`config.mk`:
```
export PLATFORM = sky130hd
export DESIGN_NAME = mac_fixed_complex
export DESIGN_NICKNAME = d
export VERILOG_FILES = /design/src/rtl/mac_fixed_complex.sv
export SDC_FILE = /design/constraint.sdc
export NUM_CORES = 1
export LEC_CHECK = 0
export CORE_ASPECT_RATIO = 0.5
export CORE_UTILIZATION = 50
export DETAILED_ROUTE_END_ITERATION = 6
export PLACE_DENSITY = 0.67
export SLEW_MARGIN = 10
export SYNTH_ARGS = -nofsm -noshare
export SYNTH_HDL_FRONTEND = slang
export SYNTH_SLANG_ARGS = --single-unit
```
`constraint.sdc`:
```
create_clock -name clk -period 12.2 [get_ports clk]
set_clock_uncertainty 0.1 [all_clocks]
set_input_delay 2.44 -clock clk [delete_from_list [all_inputs] [get_ports clk]]
set_output_delay 2.44 -clock clk [all_outputs]
set_load 0.05 [all_outputs]
```
`src/rtl/mac_fixed_complex.sv`:
```
// rtl/mac_fixed_complex.sv - pipelined complex fixed-point multiply-accumulate over framed sample streams
// Three register stages (products, complex sums, accumulate/close) frozen together by output backpressure.
module mac_fixed_complex #(
  parameter int QI       = 4,
  parameter int QF       = 4,
  parameter int MAX_LEN  = 16,
  parameter int SATURATE = 1,
  localparam int WIDTH   = QI + QF
) (
  input  logic             clk,
  input  logic             rst,
  input  logic             in_valid,
  output logic             in_ready,
  input  logic             in_last,
  input  logic             in_conj,
  input  logic [WIDTH-1:0] a_Re,
  input  logic [WIDTH-1:0] a_Im,
  input  logic [WIDTH-1:0] b_Re,
  input  logic [WIDTH-1:0] b_Im,
  output logic             out_valid,
  input  logic             out_ready,
  output logic [WIDTH-1:0] y_Re,
  output logic [WIDTH-1:0] y_Im,
  output logic             overflow,
  output logic             forced
);
  localparam int PW    = 2 * WIDTH;
  localparam int SW    = PW + 1;
  localparam int CW    = $clog2(MAX_LEN);
  localparam int ACC_W = SW + CW;
  localparam logic signed [ACC_W-1:0] Y_MAX = ACC_W'((2 ** (WIDTH - 1)) - 1);
  localparam logic signed [ACC_W-1:0] Y_MIN = ~Y_MAX;

  logic                    w_en;
  logic signed [PW-1:0]    w_ar, w_ai, w_br, w_bi;
  logic signed [PW-1:0]    r_p_rr, r_p_ii, r_p_ir, r_p_ri;
  logic                    r_s1_valid, r_s1_last, r_s1_conj;
  logic signed [SW-1:0]    w_rr, w_ii, w_ir, w_ri;
  logic signed [SW-1:0]    r_s2_re, r_s2_im;
  logic                    r_s2_valid, r_s2_last;
  logic signed [ACC_W-1:0] r_acc_re, r_acc_im;
  logic signed [ACC_W-1:0] w_sum_re, w_sum_im, w_tot_re, w_tot_im;
  logic [CW-1:0]           r_cnt;
  logic                    r_first;
  logic                    w_beat, w_close;
  logic [WIDTH:0]          w_red_re, w_red_im;

  // A pending, unaccepted result stalls every stage including the input.
  assign w_en     = !(out_valid && !out_ready);
  assign in_ready = w_en;

  assign w_ar = {{WIDTH{a_Re[WIDTH-1]}}, a_Re};
  assign w_ai = {{WIDTH{a_Im[WIDTH-1]}}, a_Im};
  assign w_br = {{WIDTH{b_Re[WIDTH-1]}}, b_Re};
  assign w_bi = {{WIDTH{b_Im[WIDTH-1]}}, b_Im};

  always_ff @(posedge clk) begin
    if (rst) begin
      r_s1_valid <= 1'b0;
      r_s1_last  <= 1'b0;
      r_s1_conj  <= 1'b0;
    end else if (w_en) begin
      r_s1_valid <= in_valid;
      r_s1_last  <= in_last;
      r_s1_conj  <= in_conj;
    end
  end

  always_ff @(posedge clk) begin
    if (w_en) begin
      r_p_rr <= w_ar * w_br;
      r_p_ii <= w_ai * w_bi;
      r_p_ir <= w_ai * w_br;
      r_p_ri <= w_ar * w_bi;
    end
  end

  assign w_rr = {r_p_rr[PW-1], r_p_rr};
  assign w_ii = {r_p_ii[PW-1], r_p_ii};
  assign w_ir = {r_p_ir[PW-1], r_p_ir};
  assign w_ri = {r_p_ri[PW-1], r_p_ri};

  always_ff @(posedge clk) begin
    if (rst) begin
      r_s2_valid <= 1'b0;
      r_s2_last  <= 1'b0;
    end else if (w_en) begin
      r_s2_valid <= r_s1_valid;
      r_s2_last  <= r_s1_last;
    end
  end

  always_ff @(posedge clk) begin
    if (w_en) begin
      if (r_s1_conj) begin
        r_s2_re <= w_rr + w_ii;
        r_s2_im <= w_ir - w_ri;
      end else begin
        r_s2_re <= w_rr - w_ii;
        r_s2_im <= w_ir + w_ri;
      end
    end
  end

  assign w_sum_re = {{CW{r_s2_re[SW-1]}}, r_s2_re};
  assign w_sum_im = {{CW{r_s2_im[SW-1]}}, r_s2_im};
  assign w_tot_re = (r_first ? '0 : r_acc_re) + w_sum_re;
  assign w_tot_im = (r_first ? '0 : r_acc_im) + w_sum_im;
  assign w_beat   = r_s2_valid && w_en;
  assign w_close  = w_beat && (r_s2_last || (r_cnt == CW'(MAX_LEN - 1)));

  // Floor-shift to Q(QI).(QF), then clamp or wrap; bit WIDTH carries the overflow flag.
  function automatic logic [WIDTH:0] f_reduce(input logic signed [ACC_W-1:0] v);
    logic signed [ACC_W-1:0] s;
    logic [WIDTH:0]          r;
    s = v >>> QF;
    r = {1'b0, s[WIDTH-1:0]};
    if (s > Y_MAX) begin
      r[WIDTH] = 1'b1;
      if (SATURATE != 0) r[WIDTH-1:0] = {1'b0, {(WIDTH-1){1'b1}}};
    end else if (s < Y_MIN) begin
      r[WIDTH] = 1'b1;
      if (SATURATE != 0) r[WIDTH-1:0] = {1'b1, {(WIDTH-1){1'b0}}};
    end
    return r;
  endfunction

  assign w_red_re = f_reduce(w_tot_re);
  assign w_red_im = f_reduce(w_tot_im);

  always_ff @(posedge clk) begin
    if (rst) begin
      out_valid <= 1'b0;
      y_Re      <= '0;
      y_Im      <= '0;
      overflow  <= 1'b0;
      forced    <= 1'b0;
      r_acc_re  <= '0;
      r_acc_im  <= '0;
      r_cnt     <= '0;
      r_first   <= 1'b1;
    end else begin
      if (out_valid && out_ready) out_valid <= 1'b0;
      if (w_close) begin
        y_Re      <= w_red_re[WIDTH-1:0];
        y_Im      <= w_red_im[WIDTH-1:0];
        overflow  <= w_red_re[WIDTH] | w_red_im[WIDTH];
        forced    <= !r_s2_last;
        out_valid <= 1'b1;
        r_acc_re  <= '0;
        r_acc_im  <= '0;
        r_cnt     <= '0;
        r_first   <= 1'b1;
      end else if (w_beat) begin
        r_acc_re  <= w_tot_re;
        r_acc_im  <= w_tot_im;
        r_cnt     <= r_cnt + 1'b1;
        r_first   <= 1'b0;
      end
    end
  end

endmodule

```
Yosys cells after proc, flatten, opt, wreduce, memory -nomap -nowiden

Cells that the tools add are included.

Latch bits: 0
Logic and storage cells: 57
Output and inout bits: 20
Memories: 0
RAM bits: 0
ROM bits: 0
Flip-flop bits (word level): 169
Input bits: 38

Reductions and logical operators: 10
Eq/ne operators: 1
Multipliers: 4
Mux-type cells: 10
Order comparisons: 4
Divide/modulo/power cells: 0
Shifts and indexed selects: 0
Bitwise logic cells: 1
$add $sub $neg: 7

Operators with widths:

| cell                                                                              | count |
|---|---|
| 8-bit by 8-bit multiplier with 16-bit output                                      | 4 |
| 21-bit adder                                                                      | 2 |
| 21-bit two-way mux                                                                | 2 |
| 9-bit two-way mux                                                                 | 4 |
| 16-bit by 16-bit adder with 17-bit output                                         | 2 |
| 17-bit by 8-bit greater-than comparator with 1-bit output (second input constant) | 2 |
| 17-bit by 8-bit less-than comparator with 1-bit output (second input constant)    | 2 |
| 17-bit two-way mux                                                                | 2 |
| 16-bit by 16-bit subtractor with 17-bit output                                    | 2 |
| 4-bit by 1-bit adder with 4-bit output (second input constant)                    | 1 |
| 4-bit equality test (second input constant)                                       | 1 |
| 1-bit logical AND                                                                 | 4 |
| 1-bit logical NOT                                                                 | 3 |
| 1-bit two-way mux                                                                 | 2 |
| 2-bit nonzero test                                                                | 1 |
| 2-bit OR reduction                                                                | 1 |
| 1-bit logical OR                                                                  | 1 |
| 1-bit OR                                                                          | 1 |

Longest topological paths before layout

Depth in word-level cells: 6
Depth in mapped cells: 21
Depth with buffers taken out: 20

Least setup slack after synthesis

OpenSTA, ideal clock, no wires.

Kind: in2out
Start: in out_ready
End: out in_ready
Arrival time: 5.852 ns
Buffers on the path: 1
Path slack: 3.808 ns
Stages: 2
Data required time: 9.660 ns
Cell sequence: nand2b_1 -> clkbuf_1

Longest elaborated chain between the ends: 3

Ends and longest elaborated chain:

| what               | line | RTL |
|---|---|---|
| start: declaration | 21   | `input logic out_ready,` |
| 1-bit logical NOT  | 49   | `assign w_en = !(out_valid && !out_ready);` |
| 1-bit logical AND  | 49   |  |
| 1-bit logical NOT  | 49   |  |
| end: declaration   | 13   | `output logic in_ready,` |

No other way between the ends.

Worst setup path after layout

Start: in a_Re[0]
End: reg r_p_ri[12], data pin

Longest elaborated chain between the ends: 1

Ends and longest elaborated chain:

| what                                         | line | RTL |
|---|---|---|
| start: declaration                           | 16   | `input logic [WIDTH-1:0] a_Re,` |
| 8-bit by 8-bit multiplier with 16-bit output | 74   | `r_p_ri <= w_ar * w_bi;` |
| end signal: assignment                       | 74   |  |
| end: declaration                             | 36   | `logic signed [PW-1:0] r_p_rr, r_p_ii, r_p_ir, r_p_ri;` |

No other way between the ends.
A chain may end at the register's enable or synchronous reset.

==> out/results.tsv <==
metric	value	unit
Die Wd	280.2	um
setup violators final	0	
Worst-Margin Slew	0.9868	ns
post-synthesis sequential area ratio	0.2255	
metal3 WL	1.756	mm
CTS H-tree depth	4	
Hold-fix buffers, CTS	0	
slowest stage delay, CP	0.81	ns
Worst Hold Depth	2	
Reg2Reg Setup Slack	7.85	ns
met2 wire length	17.56	mm
final hold slack	0.3491	ns
area fraction of the dominant cell type after synthesis	0.2317	
CP Capture Type	flop	
status	finished clean	
total power	4.297	mW
drt drc	0	
initial antenna violation count	0	
fin nets	2569	
Hold Path Class	flop to flop	
CTS buffer count	17	
RD Place Congestion	0.8619	
drt total wl	39.79	mm
Tmin final	7.628	ns
Min-Delay Endpoint	r_acc_im[0]	
Worst path slowest cell	clkdlybuf4s50_1	
number of max-cap violations	0	
CP Max Fanout	16	
Post-CTS Setup Bufs	0	
starting DRC count in detailed routing	710	
fin. max-slew vios	0	
clock sink count	169	
post-cts sizing count	0	
synthesized area	19350	sq um
area delta synth->final	8.475	%
Post-synth ARST share	0	
DP Cell Count	2617	
met1 wire length	20.01	mm
unrepaired setup endpoints after global routing	no	
Yosys top cell by area	fa_1	
Cell variety after synth	66	
Syn Nets	2546	
clk_lat worst skew	0.45	ns
r2r endpoint	y_Im[1]	
Leak Pwr	9.607	nW
DR top layer	met4	
Starting Density	0.5122	
fin crit share	0.6253	
routed vias	13632	
Yosys warning count	0	
worst path arrival time	7.74	ns
setup TNS	0	ns
VDD IR-drop max	0.1235	mV
clk buf depth	2	
Core Area	37790	sq um
Max Fclk	131.1	MHz
placed cell area	20410	sq um
Buffers on Ports	57	
# diodes	0	
Power Dens Cells	204.7	nW/um^2
main flop type after synthesis	edfxtp_1	
hold_sp	r_acc_im[0]	
vias in the first global route	13801	
Rel. slew slack	0.3422	
I/O Pins	58	
CTS tree	yes	
All-Layer GR Usage	0.2162	
die height	141.1	um
r2r startpoint	r_first	
DR WL/cell	15.02	um
non-filler cells in the finished layout	2649	
final instance area	21000	sq um
num rows	50	
pin count of the biggest net entering global routing	60	
Worst Path Class, Setup	input pin to flop	
routed vias/inst	5.146	
CTS clk-pin slew, worst paths	0.08	ns
top post-synthesis cells by area	fa_1 23%, edfxtp_1 15%, ha_1 12%, dfxtp_1 7.3%, inv_1 6.5%	
die area	39550	sq um
Final ANT Viol Nets	0	
worst path cell trace	clkdlybuf4s50_1 -> nand2b_1 -> fa_1 -> fa_1 -> inv_1 -> fa_1 -> inv_1 -> fa_1 -> inv_1 -> ha_1 -> o21ai_0 -> a21boi_0 -> o21ai_0 -> a21boi_0 -> o21ai_0 -> nand2b_1 -> xor2_1	
synthesized flop and latch total	169	
Mapped Cells	2093	
layout cells sized above 1	0.02865	
Avg Cell Area, Syn	9.247	sq um
detailed placement HPWL	31.33	mm
required time worst endpoint	12.31	ns
Top cell by count, worst path	fa_1	
global-route wire length before repair	68.26	mm
R2R depth	14	
Root Buffer	clkbuf_16	
EDFF count, synth	98	
final hold vios	0	
crit path launch type	input pin	
Congestion Overflow GR	0	
drt pass-1 iters	6	
stage by stage:
stage,util,worst slack [ns]
after floorplan,-,3.808
after global placement,0.5402,4.105
after detailed placement,0.5402,4.109
after CTS,0.5556,4.574
after global routing,0.5556,4.234
final,0.5556,4.572
cells by family after synthesis:
kind of cell / count (synthesis) / share of synthesized area
flip-flops: 169 / 0.2255
multiplexers: 9 / 0.004719
AO/OA/AOI/OAI: 305 / 0.1017
XOR/XNOR: 149 / 0.06781
buffers and inverters: 396 / 0.07680
AND/OR/NAND/NOR: 650 / 0.1683
adder cells (fa/ha/maj): 415 / 0.3552
worst max-delay path by stage:
stage	from	to	slack, ns
floorplan	out_ready	in_ready	3.81
global placement	a_Re[0]	r_p_ri[12]	4.10
detailed placement	a_Re[0]	r_p_ri[12]	4.11
CTS	a_Re[0]	r_p_ri[12]	4.57
global route	a_Re[0]	r_p_ri[12]	4.23
finish	a_Re[0]	r_p_ri[12]	4.57
cells in the final DEF, fill, tap and decap left out, types with 26 or more instances in the layout:
| cell | count |
|---|---|
| edfxtp_1 | 98 |
| o21ai_0 | 49 |
| nor2b_1 | 54 |
| fa_1 | 224 |
| xor2_1 | 35 |
| a21o_1 | 26 |
| nor2_1 | 146 |
| a21oi_1 | 120 |
| xnor2_1 | 113 |
| dfxtp_1 | 71 |
| ha_1 | 191 |
| inv_1 | 336 |
| clkdlybuf4s50_1 | 57 |
| and2_1 | 150 |
| nand2_1 | 182 |
sequential cells by signal, summed over array words and instances (netlist names), 4 cells and up:
register and count:
r_acc_im 21, r_acc_re 21, r_cnt 4, r_p_ii 16, r_p_ir 16, r_p_ri 16
r_p_rr 16, r_s2_im 17, r_s2_re 17, y_Im 8, y_Re 8
area by class of cell:
cell class	instances	area (sq um)
Clock buffer	21	481.7
Inverter	336	1261
Multi-Input combinational cell	1528	13510
Fill cell	3453	16790
Clock inverter	11	101.3
Tap cell	520	650.6
Timing Repair Buffer	64	623.1
Sequential cell	169	4364
synth_stat cells (11+ instances only):
| master | instances |
|---|---|
| nor2_1 | 146 |
| nor3_1 | 22 |
| a211oi_1 | 16 |
| nand3_1 | 17 |
| dfxtp_1 | 71 |
| xnor2_1 | 113 |
| inv_1 | 336 |
| a31oi_1 | 11 |
| nand2b_1 | 22 |
| nor2b_1 | 54 |
| fa_1 | 224 |
| a221o_1 | 14 |
| a21o_1 | 26 |
| a21oi_1 | 120 |
| xor2_1 | 35 |
| nand2_1 | 182 |
| o21a_1 | 12 |
| o21ai_0 | 49 |
| ha_1 | 191 |
| clkbuf_1 | 59 |
| edfxtp_1 | 98 |
| and2_1 | 151 |
metal layers:
| layer | track usage | vias up |
|---|---|---|
| li1 | - | 6805 |
| met1 | 0.3115 | 6543 |
| met2 | 0.3460 | 246 |
| met3 | 0.03464 | 38 |
| met4 | 0.03969 | 0 |
| met5 | 0 | - |
power by group:
group	internal, mW	switching [mW]
logic	1.18	1.51
clock network	0.291	0.248
registers	0.942	0.121
total	2.41	1.88
worst max-delay path, delay by kind of cell:
kind / cells / cell delay (ns)
adders and majority gates: 5 / 2.44
xor gates and xnor gates: 1 / 0.39
AOI/OAI and AO/OA: 5 / 0.98
buffers and inverters: 4 / 0.96
and+or+nand+nor: 2 / 0.51
Note: power is estimated with default switching activity, not from simulation.
